<file path="src/rtl/sdram_memtest_pkg.sv">
// Shared definitions for the SDRAM memory-test master: FSM states,
// default read depth and the test-pattern function.
package sdram_memtest_pkg;

  localparam int MAX_RD_DEFAULT = 4;

  typedef enum logic [2:0] {
    ST_IDLE,
    ST_WRITE,
    ST_READ,
    ST_DRAIN,
    ST_DONE
  } state_t;

  // Word i carries i XOR seed; callers size-cast the result to their data width.
  function automatic logic [63:0] pattern_word(input logic [63:0] index,
                                               input logic [63:0] seed);
    return index ^ seed;
  endfunction

endpackage

</file>
<file path="src/rtl/memtest_pattern_gen.sv">
// Walks a word index from zero and produces the matching address
// (base + index, wrapping) and pattern data for that word.
module memtest_pattern_gen
  import sdram_memtest_pkg::*;
#(
  parameter int ADDR_W = 25,
  parameter int DATA_W = 16
) (
  input  logic              clk,
  input  logic              rst_n,
  input  logic              clear,
  input  logic              advance,
  input  logic [ADDR_W-1:0] base,
  input  logic [DATA_W-1:0] seed,
  output logic [ADDR_W-1:0] index,
  output logic [ADDR_W-1:0] addr,
  output logic [DATA_W-1:0] data
);

  // NOTE: state registers use non-blocking assignments so every flop samples
  // pre-edge values regardless of process ordering.
  always_ff @(posedge clk) begin
    if (!rst_n)       index <= '0;
    else if (clear)   index <= '0;
    else if (advance) index <= index + ADDR_W'(1);
  end

  assign addr = base + index;
  assign data = DATA_W'(pattern_word(64'(index), 64'(seed)));

endmodule

</file>
<file path="src/rtl/sdram_memtest_master.sv">
// Avalon-MM memory test master: writes a seeded pattern over a word range,
// reads it back with up to MAX_RD reads in flight, and counts mismatches.
module sdram_memtest_master
  import sdram_memtest_pkg::*;
#(
  parameter int ADDR_W = 25,
  parameter int DATA_W = 16,
  parameter int MAX_RD = MAX_RD_DEFAULT
) (
  input  logic                clk_clk,
  input  logic                reset_reset_n,
  input  logic                start,
  input  logic [ADDR_W-1:0]   base_addr,
  input  logic [ADDR_W-1:0]   length,
  input  logic [DATA_W-1:0]   seed,
  output logic [ADDR_W-1:0]   avm_address,
  output logic                avm_write,
  output logic                avm_read,
  output logic [DATA_W-1:0]   avm_writedata,
  output logic [DATA_W/8-1:0] avm_byteenable,
  input  logic                avm_waitrequest,
  input  logic [DATA_W-1:0]   avm_readdata,
  input  logic                avm_readdatavalid,
  output logic                busy,
  output logic                done,
  output logic                pass,
  output logic [15:0]         err_count,
  output logic [ADDR_W-1:0]   first_err_addr
);

  localparam int OUT_W = $clog2(MAX_RD + 1);

  state_t            state;
  logic [ADDR_W-1:0] base_q, len_q;
  logic [DATA_W-1:0] seed_q;
  logic [ADDR_W-1:0] issue_idx, issue_addr, cmp_idx, cmp_addr;
  logic [DATA_W-1:0] issue_data, cmp_data;
  logic [OUT_W-1:0]  outstanding, outstanding_nxt;
  logic              start_ok, wr_acc, rd_acc, rd_valid, last_issue;

  assign start_ok   = ((state == ST_IDLE) || (state == ST_DONE)) && start;
  assign wr_acc     = avm_write && !avm_waitrequest;
  assign rd_acc     = avm_read && !avm_waitrequest;
  assign last_issue = (issue_idx == len_q - ADDR_W'(1));
  // Data beyond the last expected word can only be stale traffic from an aborted test.
  assign rd_valid   = avm_readdatavalid && (cmp_idx != len_q) &&
                      ((state == ST_READ) || (state == ST_DRAIN));

  memtest_pattern_gen #(.ADDR_W(ADDR_W), .DATA_W(DATA_W)) u_issue_gen (
    .clk     (clk_clk),
    .rst_n   (reset_reset_n),
    .clear   (start_ok || (wr_acc && last_issue)),
    .advance (wr_acc || rd_acc),
    .base    (base_q),
    .seed    (seed_q),
    .index   (issue_idx),
    .addr    (issue_addr),
    .data    (issue_data)
  );

  memtest_pattern_gen #(.ADDR_W(ADDR_W), .DATA_W(DATA_W)) u_cmp_gen (
    .clk     (clk_clk),
    .rst_n   (reset_reset_n),
    .clear   (start_ok),
    .advance (rd_valid),
    .base    (base_q),
    .seed    (seed_q),
    .index   (cmp_idx),
    .addr    (cmp_addr),
    .data    (cmp_data)
  );

  // Index only moves on acceptance, so address/data hold across waitrequest.
  assign avm_address    = issue_addr;
  assign avm_writedata  = issue_data;
  assign avm_byteenable = (avm_write || avm_read) ? '1 : '0;

  always_comb begin
    // NOTE: default first so every path assigns and no latch is inferred.
    outstanding_nxt = outstanding;
    if (rd_acc && !rd_valid)
      outstanding_nxt = outstanding + OUT_W'(1);
    else if (!rd_acc && rd_valid && (outstanding != '0))
      outstanding_nxt = outstanding - OUT_W'(1);
  end

  always_ff @(posedge clk_clk) begin
    if (!reset_reset_n) begin
      state          <= ST_IDLE;
      avm_write      <= 1'b0;
      avm_read       <= 1'b0;
      outstanding    <= '0;
      busy           <= 1'b0;
      done           <= 1'b0;
      pass           <= 1'b0;
      err_count      <= '0;
      first_err_addr <= '0;
      base_q         <= '0;
      len_q          <= '0;
      seed_q         <= '0;
    end else begin
      outstanding <= outstanding_nxt;

      if (rd_valid && (avm_readdata != cmp_data)) begin
        if (err_count != 16'hFFFF) err_count <= err_count + 16'd1;
        if (err_count == '0)       first_err_addr <= cmp_addr;
      end

      unique case (state)
        ST_IDLE, ST_DONE: begin
          if (start) begin
            base_q         <= base_addr;
            len_q          <= length;
            seed_q         <= seed;
            err_count      <= '0;
            first_err_addr <= '0;
            if (length == '0) begin
              state <= ST_DONE;
              done  <= 1'b1;
              pass  <= 1'b1;
              busy  <= 1'b0;
            end else begin
              state     <= ST_WRITE;
              avm_write <= 1'b1;
              busy      <= 1'b1;
              done      <= 1'b0;
              pass      <= 1'b0;
            end
          end
        end
        ST_WRITE: begin
          if (wr_acc && last_issue) begin
            avm_write <= 1'b0;
            avm_read  <= 1'b1;
            state     <= ST_READ;
          end
        end
        ST_READ: begin
          if (rd_acc && last_issue) begin
            avm_read <= 1'b0;
            state    <= ST_DRAIN;
          end else if (!avm_read || rd_acc) begin
            avm_read <= (outstanding_nxt < OUT_W'(MAX_RD));
          end
        end
        ST_DRAIN: begin
          if ((outstanding == '0) && !avm_readdatavalid) begin
            state <= ST_DONE;
            busy  <= 1'b0;
            done  <= 1'b1;
            pass  <= (err_count == '0);
          end
        end
        default: state <= ST_IDLE;
      endcase
    end
  end

endmodule

</file>
<file path="config.mk">
export PLATFORM = sky130hd
export DESIGN_NAME = sdram_memtest_master
export DESIGN_NICKNAME = d
export VERILOG_FILES = /design/src/rtl/sdram_memtest_pkg.sv /design/src/rtl/memtest_pattern_gen.sv /design/src/rtl/sdram_memtest_master.sv
export SDC_FILE = /design/constraint.sdc
export NUM_CORES = 1
export LEC_CHECK = 0
export ABC_AREA = 1
export CAP_MARGIN = 20
export CORE_UTILIZATION = 55
export DETAILED_ROUTE_END_ITERATION = 8
export GPL_TIMING_DRIVEN = 0
export PLACE_DENSITY_LB_ADDON = 0.3
export SLEW_MARGIN = 15
export SYNTH_ARGS = -nofsm -noshare
export SYNTH_HDL_FRONTEND = slang
export SYNTH_SLANG_ARGS = --single-unit
</file>
<file path="constraint.sdc">
create_clock -name clk_clk -period 3.9 [get_ports clk_clk]
set_input_delay 0.78 -clock clk_clk [delete_from_list [all_inputs] [get_ports clk_clk]]
set_output_delay 0.78 -clock clk_clk [all_outputs]
set_load 0.01 [all_outputs]
</file>
# After elaboration in Yosys (flattened, before gate mapping)
# Index checks and enable logic that the tools add are counted.
# op_classes
n_addsub,8
n_lt_le_gt_ge,1
n_eq_ne,14
n_mux,35
bitwise,3
reduce_logical,39
# op_table
operator,n
two-way mux 25 bit,4
two-way mux 16 bit,4
"adder 25 x 1 -> 25 bit, second input constant",2
adder 25 bit,2
XOR 16 bit,2
equality test 25 bit,1
logical NOT 25 bit,1
inequality test 25 bit,1
"subtractor 25 x 1 -> 25 bit, second input constant",1
two-way mux 3 bit,7
"adder 16 x 1 -> 16 bit, second input constant",1
logical NOT 16 bit,1
inequality test 16 bit,1
"inequality test 16 bit, second input constant",1
two-way mux 1 bit,13
logical AND 1 bit,12
case mux 3 bit (4 select lines),1
case mux 1 bit (2 select lines),5
AND reduction 4 bit,2
"equality test 3 x 2 -> 1 bit, second input constant",2
logical NOT 3 bit,2
logical OR 1 bit,6
"inequality test 2 bit, second input constant",3
AND reduction 3 bit,2
other kinds (14),23
# word_totals
reg_bits,168
inputBits,87

# Depth between registers and ports, before layout
# Gate-level depths: netlist of run 1.
# logic_depth
word_depth,11
depth_mapped,19
mapped_depth_nobuf,18

# Modules after synthesis
# Synthesis of run 1 repeated with hierarchy kept, for this count alone.
# hier_totals
hier_cells,2112
area_unflattened_um2,13022.5
# by_module_without_submodules
mod,n_inst,cells_per_inst,area_per_inst_um2
sdram_memtest_master,1,942,6503.7
memtest_pattern_gen (u_issue_gen),1,588,3284.4
memtest_pattern_gen (u_cmp_gen),1,582,3234.4

# Worst setup path before layout of run 1
# No wires, ideal clock.
# synth_path
path_kind,reg-to-output
start,reg u_issue_gen.index[0]
end,out avm_address[18]
arrival_time_ps,2387
required_time_ps,3120
slack_ps,733
path_stages_with_launch,15
n_path_buf,0
cell_sequence,dfxtp_1 ha_1 inv_1 fa_1 o21ai_0 a21oi_1 o21bai_1 nand2_1 nand2_1 nand3_1 nand2_1 nand3b_1 nand2_1 a21oi_1 xnor2_1
# synth_between
elab_chain_cells,1
# synth_lines
element,line,source
from (decl),memtest_pattern_gen.sv:15,"output logic [ADDR_W-1:0] index,"
from (signal assigned),memtest_pattern_gen.sv:25,else if (advance) index <= index + ADDR_W'(1);
adder 25 bit,memtest_pattern_gen.sv:28,assign addr = base + index;
to (decl),sdram_memtest_master.sv:16,"output logic [ADDR_W-1:0] avm_address,"
# No other way between the ends.

# Final worst setup path of run 1
# layout_path
start,reg u_issue_gen.index[4]
end,out avm_address[19]
# The elaborated chain is that of the path after synthesis.

==> results by stage, run 1 <==
Outcome:
- The flow ran to the end, and the final reports show no timing, DRC or antenna violations.

Worst setup path:
- STA puts the critical path data arrival time at 3.01 ns.
- STA classifies the critical path startpoint as a flip-flop.
- The endpoint of the lowest-slack register-to-register path is u_issue_gen.index[19].
- In this run the critical register-to-register path is launched from len_q[0].
- Of all nets on the critical path, the largest fanout is 6.
- The most critical setup path has its startpoint at u_issue_gen.index[4].
- The element type at the critical path end is a primary output.
- The setup slack on the worst flop-to-flop path is 0.84 ns.
- The worst setup path is of the flip-flop to primary output kind.
- At the worst endpoint, the required time is 3.12 ns.
- The depth of the worst register-to-register path is 16.
- The critical path ends at avm_address[19].

Floorplan:
- The die boundary height is 146 um.
- The floorplan step set the die width to about 150 um.
- The initial utilization of the core area, before any placement, comes to 0.563.
- In this run the count of I/O pins placed on the die edge is between 150 and 200.
- The region available for standard cell placement spans 0.0204 mm2.
- The area of the die is 0.0214 mm2.
- The number of cell rows is between 50 and 60.

Timing:
- The worst max-slew margin expressed relative to the limit is 0.360.
- The total of endpoints with negative setup slack in the final report is 0.
- The final count of pins violating max slew is 0.
- The shortest period the worst path allows is around 3.8 ns.
- After routing, the total negative slack on setup checks comes to 0 ns.
- For this run, the top clock speed supported by timing is between 200 and 300 MHz.
- For the pin with the worst max-slew slack, the measured transition is 0.956 ns.
- In the finished design, the share of the clock period the worst path needs comes to 0.972.
- Setup repair after global routing could not meet its margin everywhere.
- The number of hold violations in the final report is 0.
- The worst-case clock skew is 0.0106 ns.

Final layout:
- The cell area after layout is 0.0143 mm2.
- The final net count is 2040.
- The repair_antennas step left the layout with diodes totalling 0.
- The area growth from synthesis to layout is 24.5%.
- The ratio of cells with drive above 1 in the final layout is 0.0629.

Clock tree:
- The maximum clock path buffer count is 2.
- The clock drives between 150 and 200 sinks.
- The number of buffers created by CTS is 17.
- The clock-pin slew reported for the worst setup and hold paths after clock tree synthesis is roughly 0.070 ns.
- The clock latency on the worst-skew pair is 0.44 ns.
- The hold buffer count at CTS is 0.
- CTS built an H-tree with a depth of 4.
- The clock tree root buffer cell is sky130_fd_sc_hd__clkbuf_16.
- TritonCTS built the clock tree.

Route:
- The DRC violation total after the first TritonRoute iteration is 1063.
- Once detail routing completed, the nets flagged for antenna violations numbered 0.
- Across all layers, the routed design uses 12400 vias.
- The remaining routing DRC violations is 0.
- The number of vias per cell after detailed routing is 5.67.
- Wires add up to 38.0 mm.
- The number of detailed-route iterations in the first pass is 9.
- Dividing the detail-routed wire length by the instance count gives 17.4 um.

Placed design:
- The HPWL after detailed placement is 29.9 mm.
- At the end of routability-driven placement, the weighted congestion stood at ~0.96.
- The number of port buffers is 174.
- The standard cell area after detailed placement is approximately 0.014 mm2.

Synth:
- The warning count from the yosys run is 0.
- The cell area after synthesis is 0.0115 mm2.
- When the netlist entered floorplanning its net count stood at 1841.
- In this run, synthesis produced a sequential element count of 168.
- In this run, synthesis inferred 0 flip-flops with an integrated enable.
- The fraction of registers with async set or reset after synthesis is 0.
- The main flop type after synthesis is sky130_fd_sc_hd__dfxtp_1.
- The cell count after synthesis is 1696.
- The average instance area after synthesis is a little under 7 um2.
- The share of the Yosys chip area taken by registers is 0.293.
- In this run, distinct cell masters in the synthesized netlist total between 50 and 60.

GRT:
- For this run the aggregate overflow at the end of global routing stands at 0.
- The largest net degree at the start of global routing is 17.
- The initial antenna violation count is 0.
- The via count of the first global-routing pass came to 11500.
- The global-route wire length before repair is 58.9 mm.
- The global routing usage summed across all routing layers is 0.353.

Power and ir drop:
- The areal power density over the cells is 541 mW/mm2.
- The worst ir drop on vdd is 0.355 mV.
- The analysis attributes to cell leakage a power of 0.00624 uW.

Run:
- Across the run, the number of max-cap violations was 0.

Min path:
- The class of the tightest hold or removal check is flip-flop to flip-flop.
## state kept, by name, indices dropped and copies added, names as in the netlist
name               count
base_q                25
busy                   1
len_q                 25
avm_write              1
u_cmp_gen.index       25
avm_read               1
done                   1
err_count             16
first_err_addr        25
outstanding            3
state                  3
seed_q                16
pass                   1
u_issue_gen.index     25
## cell usage in the layout, fill, tap and decap left out, types with 5 or more instances in the layout
cell,netlist,routed
sky130_fd_sc_hd__inv_2,6,6
sky130_fd_sc_hd__nand2_2,7,7
sky130_fd_sc_hd__xnor2_1,68,68
sky130_fd_sc_hd__dfxtp_2,0,10
sky130_fd_sc_hd__buf_2,11,11
sky130_fd_sc_hd__nand4_1,34,34
sky130_fd_sc_hd__dlygate4sd2_1,0,5
sky130_fd_sc_hd__nand2_1,289,289
sky130_fd_sc_hd__ha_1,56,54
sky130_fd_sc_hd__o21bai_1,8,8
sky130_fd_sc_hd__a31oi_1,5,5
sky130_fd_sc_hd__dfxtp_1,168,156
sky130_fd_sc_hd__inv_1,154,154
sky130_fd_sc_hd__clkbuf_1,33,35
sky130_fd_sc_hd__nor2_4,7,7
sky130_fd_sc_hd__buf_4,4,10
sky130_fd_sc_hd__nor2_1,278,278
sky130_fd_sc_hd__nor3_1,41,41
sky130_fd_sc_hd__and3_1,5,5
sky130_fd_sc_hd__o21ai_0,129,126
sky130_fd_sc_hd__nor4_1,15,15
sky130_fd_sc_hd__a21oi_1,120,118
sky130_fd_sc_hd__clkdlybuf4s50_1,0,166
sky130_fd_sc_hd__nand3_1,86,86
sky130_fd_sc_hd__clkbuf_16,0,17
sky130_fd_sc_hd__or2_2,8,8
sky130_fd_sc_hd__xor2_1,104,104
sky130_fd_sc_hd__nor2_2,6,6
## routing by layer
layer,track usage,part of all wire,up-vias
li1,-,-,5950
met1,0.461,0.42,5653
met2,0.553,0.44,650
met3,0.0744,0.096,97
met4,0.168,0.040,0
met5,0,0,-
## worst min-delay path by stage
stage,startpoint,endpoint,slack [ns],cells after the start
after floorplan,outstanding[0],outstanding[0],0.45,1
after CTS,first_err_addr[2],first_err_addr[2],0.45,2
final,first_err_addr[2],first_err_addr[2],0.45,2
after global placement,first_err_addr[2],first_err_addr[2],0.44,2
after detailed placement,first_err_addr[2],first_err_addr[2],0.44,2
after global routing,first_err_addr[2],first_err_addr[2],0.47,2
## metrics by stage
step,setup slack [ns],total power [uW],util,hold slack [ns],cells
after floorplan,0.733,4520,-,0.447,1696
final,0.108,7730,0.701,0.450,2178
after detailed placement,-0.216,5870,0.666,0.443,2140
after global routing,-0.0667,8190,0.701,0.470,2178
after global placement,-0.123,5820,0.666,0.443,2140
after CTS,0.0107,7660,0.699,0.452,2177
## worst max-delay path, stage by stage (launching register included)
cell and delay, ns:
sky130_fd_sc_hd__dfxtp_4 0.39, sky130_fd_sc_hd__ha_2 0.40, sky130_fd_sc_hd__nand2_1 0.07, sky130_fd_sc_hd__nand2_1 0.07, sky130_fd_sc_hd__nand3_1 0.07, sky130_fd_sc_hd__nand2_1 0.08
sky130_fd_sc_hd__nor2_1 0.05, sky130_fd_sc_hd__nand2_1 0.12, sky130_fd_sc_hd__a21boi_2 0.09, sky130_fd_sc_hd__o21ai_2 0.20, sky130_fd_sc_hd__a21oi_2 0.11, sky130_fd_sc_hd__o21ai_2 0.21
sky130_fd_sc_hd__xor2_1 0.17, sky130_fd_sc_hd__clkdlybuf4s50_1 0.55
## Yosys cell counts (3+ instances only)
| cell type | instances | area, um2 |
|---|---|---|
| sky130_fd_sc_hd__dfxtp_1 | 168 | 3360 |
| sky130_fd_sc_hd__nand3_1 | 86 | 430 |
| sky130_fd_sc_hd__nor2_1 | 278 | 1040 |
| sky130_fd_sc_hd__nor2_4 | 7 | 78.8 |
| sky130_fd_sc_hd__o21ai_0 | 129 | 646 |
| sky130_fd_sc_hd__ha_1 | 56 | 701 |
| sky130_fd_sc_hd__nor2_2 | 6 | 37.5 |
| sky130_fd_sc_hd__inv_2 | 6 | 22.5 |
| sky130_fd_sc_hd__and3_1 | 5 | 31.3 |
| sky130_fd_sc_hd__a21o_1 | 4 | 30.0 |
| sky130_fd_sc_hd__inv_1 | 154 | 578 |
| sky130_fd_sc_hd__nor3b_1 | 4 | 30.0 |
| sky130_fd_sc_hd__o21bai_1 | 8 | 60.1 |
| sky130_fd_sc_hd__xnor2_1 | 68 | 596 |
| sky130_fd_sc_hd__clkbuf_1 | 33 | 124 |
| sky130_fd_sc_hd__o21a_1 | 4 | 30.0 |
| sky130_fd_sc_hd__nand3b_1 | 3 | 22.5 |
| sky130_fd_sc_hd__nand4_1 | 34 | 213 |
| sky130_fd_sc_hd__nand2_1 | 289 | 1080 |
| sky130_fd_sc_hd__buf_4 | 4 | 30.0 |
| sky130_fd_sc_hd__o21ai_1 | 5 | 25.0 |
| sky130_fd_sc_hd__clkbuf_2 | 4 | 20.0 |
| sky130_fd_sc_hd__nand2_2 | 7 | 43.8 |
| sky130_fd_sc_hd__nor4_1 | 15 | 93.8 |
| sky130_fd_sc_hd__or2_2 | 8 | 50.1 |
| sky130_fd_sc_hd__xor2_1 | 104 | 911 |
| sky130_fd_sc_hd__a211oi_1 | 3 | 22.5 |
| sky130_fd_sc_hd__a31oi_1 | 5 | 31.3 |
| sky130_fd_sc_hd__buf_2 | 11 | 55.1 |
| sky130_fd_sc_hd__nor3_1 | 41 | 205 |
| sky130_fd_sc_hd__a21oi_1 | 120 | 601 |
## where the power goes
| part | leakage [uW] | total (uW) | switching, uW | internal (uW) |
|---|---|---|---|---|
| Sequential | 0.00138 | 2430 | 406 | 2020 |
| Clock | 0.000297 | 1790 | 756 | 1040 |
| Combinational | 0.00457 | 3510 | 2130 | 1380 |
| Total | 0.00624 | 7730 | 3290 | 4430 |
## layout make-up
cell class,count,area (um2)
plain buffers,55,248
clock buffers,20,447
inverters,161,604
multi-input cells,1312,7310
fillers,1805,6080
clock inverters,12,166
well taps,270,338
flip-flops and latches,168,3380
repair buffers,180,1790
## logic make-up (layout without fill, tap and decap cells)
group | after synthesis | after routing | share of synthesized area
compound gates | 283 | 283 | 0.129
flops | 168 | 168 | 0.293
buf+inv | 216 | 428 | 0.0743
xor+xnor | 172 | 172 | 0.131
fa+ha+maj | 58 | 58 | 0.0646
simple gates | 799 | 799 | 0.307
## repair_timing
| item | CTS | global route |
|---|---|---|
| pin swaps | 6 | 4 |
| cloned | 0 | 0 |
| setup endpoints to repair | 14 | 11 |
| resized for setup | 27 | 9 |
| setup buffers | 5 | 1 |
| hold endpoints to repair | 0 | 0 |
Power figures use the tool's default switching activity.
==> run 2: changes to the inputs <==
--- a/config.mk
+++ b/config.mk
@@ -7,7 +7,7 @@
 export LEC_CHECK = 0
 export ABC_AREA = 1
 export CAP_MARGIN = 20
-export CORE_UTILIZATION = 55
+export CORE_UTILIZATION = 30
 export DETAILED_ROUTE_END_ITERATION = 8
 export GPL_TIMING_DRIVEN = 0
 export PLACE_DENSITY_LB_ADDON = 0.3
==> run 2 against run 1 <==
Effect of this change:
- die area is 82% higher
- via count down 4.4%
- worst hold slack better by 0.0035 ns
- flip-flop and latch count is the same
- power down 1.5%
- clock-buffer cell count shrank 2
- register-to-register slack lost 0.04 ns
- sequential power barely moved
- first-iteration DRC count fell by 19%
==> results by stage, run 2 (synthesis results as in run 1) <==
Timing:
- Setup repair after global routing left no endpoint under its margin.
- In this run the tightest slew margin relative to its limit is 0.261.
- The worst-case clock skew is about 0.015 ns.
- At the pin with the least slew margin, the transition time is 1.10 ns.
- The total of endpoints with negative setup slack in the final report is 0.
- The final count of pins violating max slew was 0.
- The number of hold violations in the final report is 0.
- Of the available clock period, the critical path in the final layout requires 0.961.
- The worst path in the final design needs a cycle of roughly 3.7 ns, including I/O delays and setup.
- The maximum clock frequency is 267 MHz.
- The setup slack of the critical path after layout is 0.151 ns.

Route:
- The pre-antenna-repair detailed-routing pass consisted of 5 iterations.
- The remaining routing DRC violations is 0.
- The number of vias per cell after detailed routing is between 4 and 5.
- The DRC violation total after the first TritonRoute iteration is 859.
- For this block, the routed nets add up to 42.2 mm of wire.
- The average wire per standard cell is around 17 um.
- In this run the remaining antenna-violating nets after routing total 0.
- The via count is 11800.

Floorplan:
- The die boundary height is 198 um.
- The die covers 0.0390 mm2.
- The core footprint is approximately 0.038 mm2.
- Pin placement for this block handled roughly 180 I/O pins.
- The starting density of the core is 0.305.
- The number of cell rows is 71.
- The die is ~200 um wide.

Placed design:
- At the end of routability-driven placement, the weighted congestion stood at about 0.93.
- After detailed placement, the total cell area comes to 0.0139 mm2.
- Prior to clock tree synthesis, the placed netlist has a worst setup slack of -0.267 ns.
- Port buffering added 174 buffers.
- Detailed placement ended at an HPWL of 34.7 mm.

Worst setup path:
- The number of cells on the worst reg-to-reg path is 7.
- The beginning of the critical path is u_issue_gen.index[0].
- The highest-delay cell along the critical path is sky130_fd_sc_hd__clkdlybuf4s50_1.
- Traced cell by cell, the critical path runs through ha_1 > inv_1 > fa_2 > o21ai_2 > a21oi_1 > o21bai_1 > buf_4 > xor2_1 > clkdlybuf4s50_1.
- The category of the critical setup timing path is flip-flop to primary output.
- The critical path's largest stage delay is 0.61 ns.
- In this run the critical register-to-register path is launched from state[1].
- STA classifies the critical path startpoint as a flip-flop.
- The required time at the worst-slack endpoint is between 3 and 4 ns.
- The setup slack on the worst flop-to-flop path is 0.80 ns.
- The critical path contains buffers and inverters numbering 3 combined.
- Following the worst setup path forward leads to its endpoint at avm_address[6].
- The endpoint of the lowest-slack register-to-register path is u_cmp_gen.index[22].
- In this design, the largest share of critical-path delay is due to buffers and inverters.
- The worst path arrival time is 2.97 ns.
- The worst setup path is captured at a primary output.
- The critical path runs through a total of 9 cells.
- Along the worst path, the maximum fanout reaches 6.

Final layout:
- The most frequent standard cell in the layout excluding fill and tap cells is sky130_fd_sc_hd__nand2_1.
- Compared with the post-synthesis result, the final layout area differs by 26.6%.
- The filler cells instantiated in the layout total slightly above 4000.
- Leaving out fill and tap cells, the most frequent cells in the layout are 288 x sky130_fd_sc_hd__nand2_1, 278 x sky130_fd_sc_hd__nor2_1, 163 x sky130_fd_sc_hd__clkdlybuf4s50_1, 156 x sky130_fd_sc_hd__dfxtp_1, 154 x sky130_fd_sc_hd__inv_1.
- The cell area after layout is 0.0145 mm2.
- In the final layout, the share of cells above drive strength 1 is 0.0666.
- The area of combinational cells with multiple inputs is 0.00732 mm2.
- The register area is 0.00339 mm2.
- The final net count is a little over 2000.
- The number of diodes is 0.

GRT:
- The met3 track demand over resource in global routing is 0.0400.
- Entering global routing, the biggest net connects 17 pins.
- The busiest layer in global routing is met2.
- The global-route wire length before repair is approximately 63 mm.
- The via count of the first global-routing pass came to between 10000 and 15000.
- The initial antenna violation count is 1.
- The global routing usage summed across all routing layers is 0.217.
- For met2 alone, demand over resource in global routing was 0.337.
- The global-route met1 utilization is 0.305.
- The final global-route overflow total is 0.

Clock tree:
- CTS placed an instance of sky130_fd_sc_hd__clkbuf_16 at the clock tree root.
- The clock latency on the worst-skew pair is approximately 0.46 ns.
- In this run the number of H-tree levels came out at 4.
- The number of clock buffers added by TritonCTS is 17.
- The CTS tree is built.
- The CTS sink count is 168.
- In this run, post-CTS hold repair placed 0 buffers.
- After clock tree synthesis, the clock-pin slew on the worst setup and hold paths is ~0.070 ns.
- The maximum clock path buffer count is 2.

Outcome:
- The flow ran to the end, and the final reports show no timing, DRC or antenna violations.

Run:
- The max-cap violation count is 0.

Power and ir drop:
- In this run the static leakage power is 0.00624 uW.
- In this run the power density over the cells is 524 mW/mm2.
- The worst ir drop on vdd is 0.332 mV.

Min path:
- The worst hold path belongs to the class flip-flop to flip-flop.
[run 2: cell count changes in the layout (fill, tap and decap cells not counted), sizes merged]
cell / before / now
clkdlybuf4s50: 166 / 163
buf: 24 / 23
dlymetal6s2s: 3 / 4
bufinv: 3 / 0
clkinvlp: 1 / 2
inv: 163 / 167
[run 2: timing repair]
action                     in CTS  in global routing
hold endpoints to repair        0                  0
gates resized for setup        31                 17
setup endpoints to repair      16                 13
setup buffers                   4                  1
pin swaps                       6                  5
[run 2: cell type report]
cell class              instances  area share
multi-input cells            1312       0.504
flip-flops and latches        168       0.233
repair buffers                179       0.122
well taps                     511      0.0440
inverters                     161      0.0416
clock buffers                  18      0.0302
plain buffers                  55      0.0171
clock inverters                14     0.00784
[run 2: worst min-delay path by stage]
stage          depth (start not counted)  slack, ns           endpoint              start
2_1_floorplan                          1       0.45     outstanding[0]     outstanding[0]
3_3_place_gp                           2       0.45  first_err_addr[2]  first_err_addr[2]
3_5_place_dp                           2       0.45  first_err_addr[2]  first_err_addr[2]
4_1_cts                                2       0.46  first_err_addr[2]  first_err_addr[2]
5_1_grt                                2       0.49               done               done
6_report                               2       0.45  first_err_addr[2]  first_err_addr[2]
[run 2: worst reg2reg max path: cells and delay by family (launching register included)]
family | cells | cell delay (ns)
AND/OR/NAND/NOR | 4 | 1.74
flip-flops | 1 | 0.34
buffers and inverters | 3 | 0.89
[run 2: per-layer routing]
metal	vias to the layer above	part of all wire
li1	5951	-
met1	5439	0.49
met2	380	0.43
met3	40	0.059
met4	0	0.018
met5	-	0
[run 2: stage by stage]
stage	total power [uW]	hold WS [ns]	setup TNS [ns]	util	cells
2_1_floorplan	4520	0.447	0	-	1696
3_5_place_dp	5960	0.454	-0.931	0.368	2381
5_1_grt	8140	0.488	0	0.386	2418
6_report	7610	0.453	0	0.386	2418
3_3_place_gp	5940	0.445	-0.753	0.368	2381
4_1_cts	7630	0.462	0	0.384	2417
[run 2: power by group]
| group | leakage (uW) | switching, uW | total, uW | internal [uW] |
|---|---|---|---|---|
| sequential | 0.00138 | 409 | 2430 | 2020 |
| combinational | 0.00459 | 2140 | 3510 | 1370 |
| clock | 0.000272 | 819 | 1670 | 848 |
| total | 0.00624 | 3370 | 7610 | 4240 |
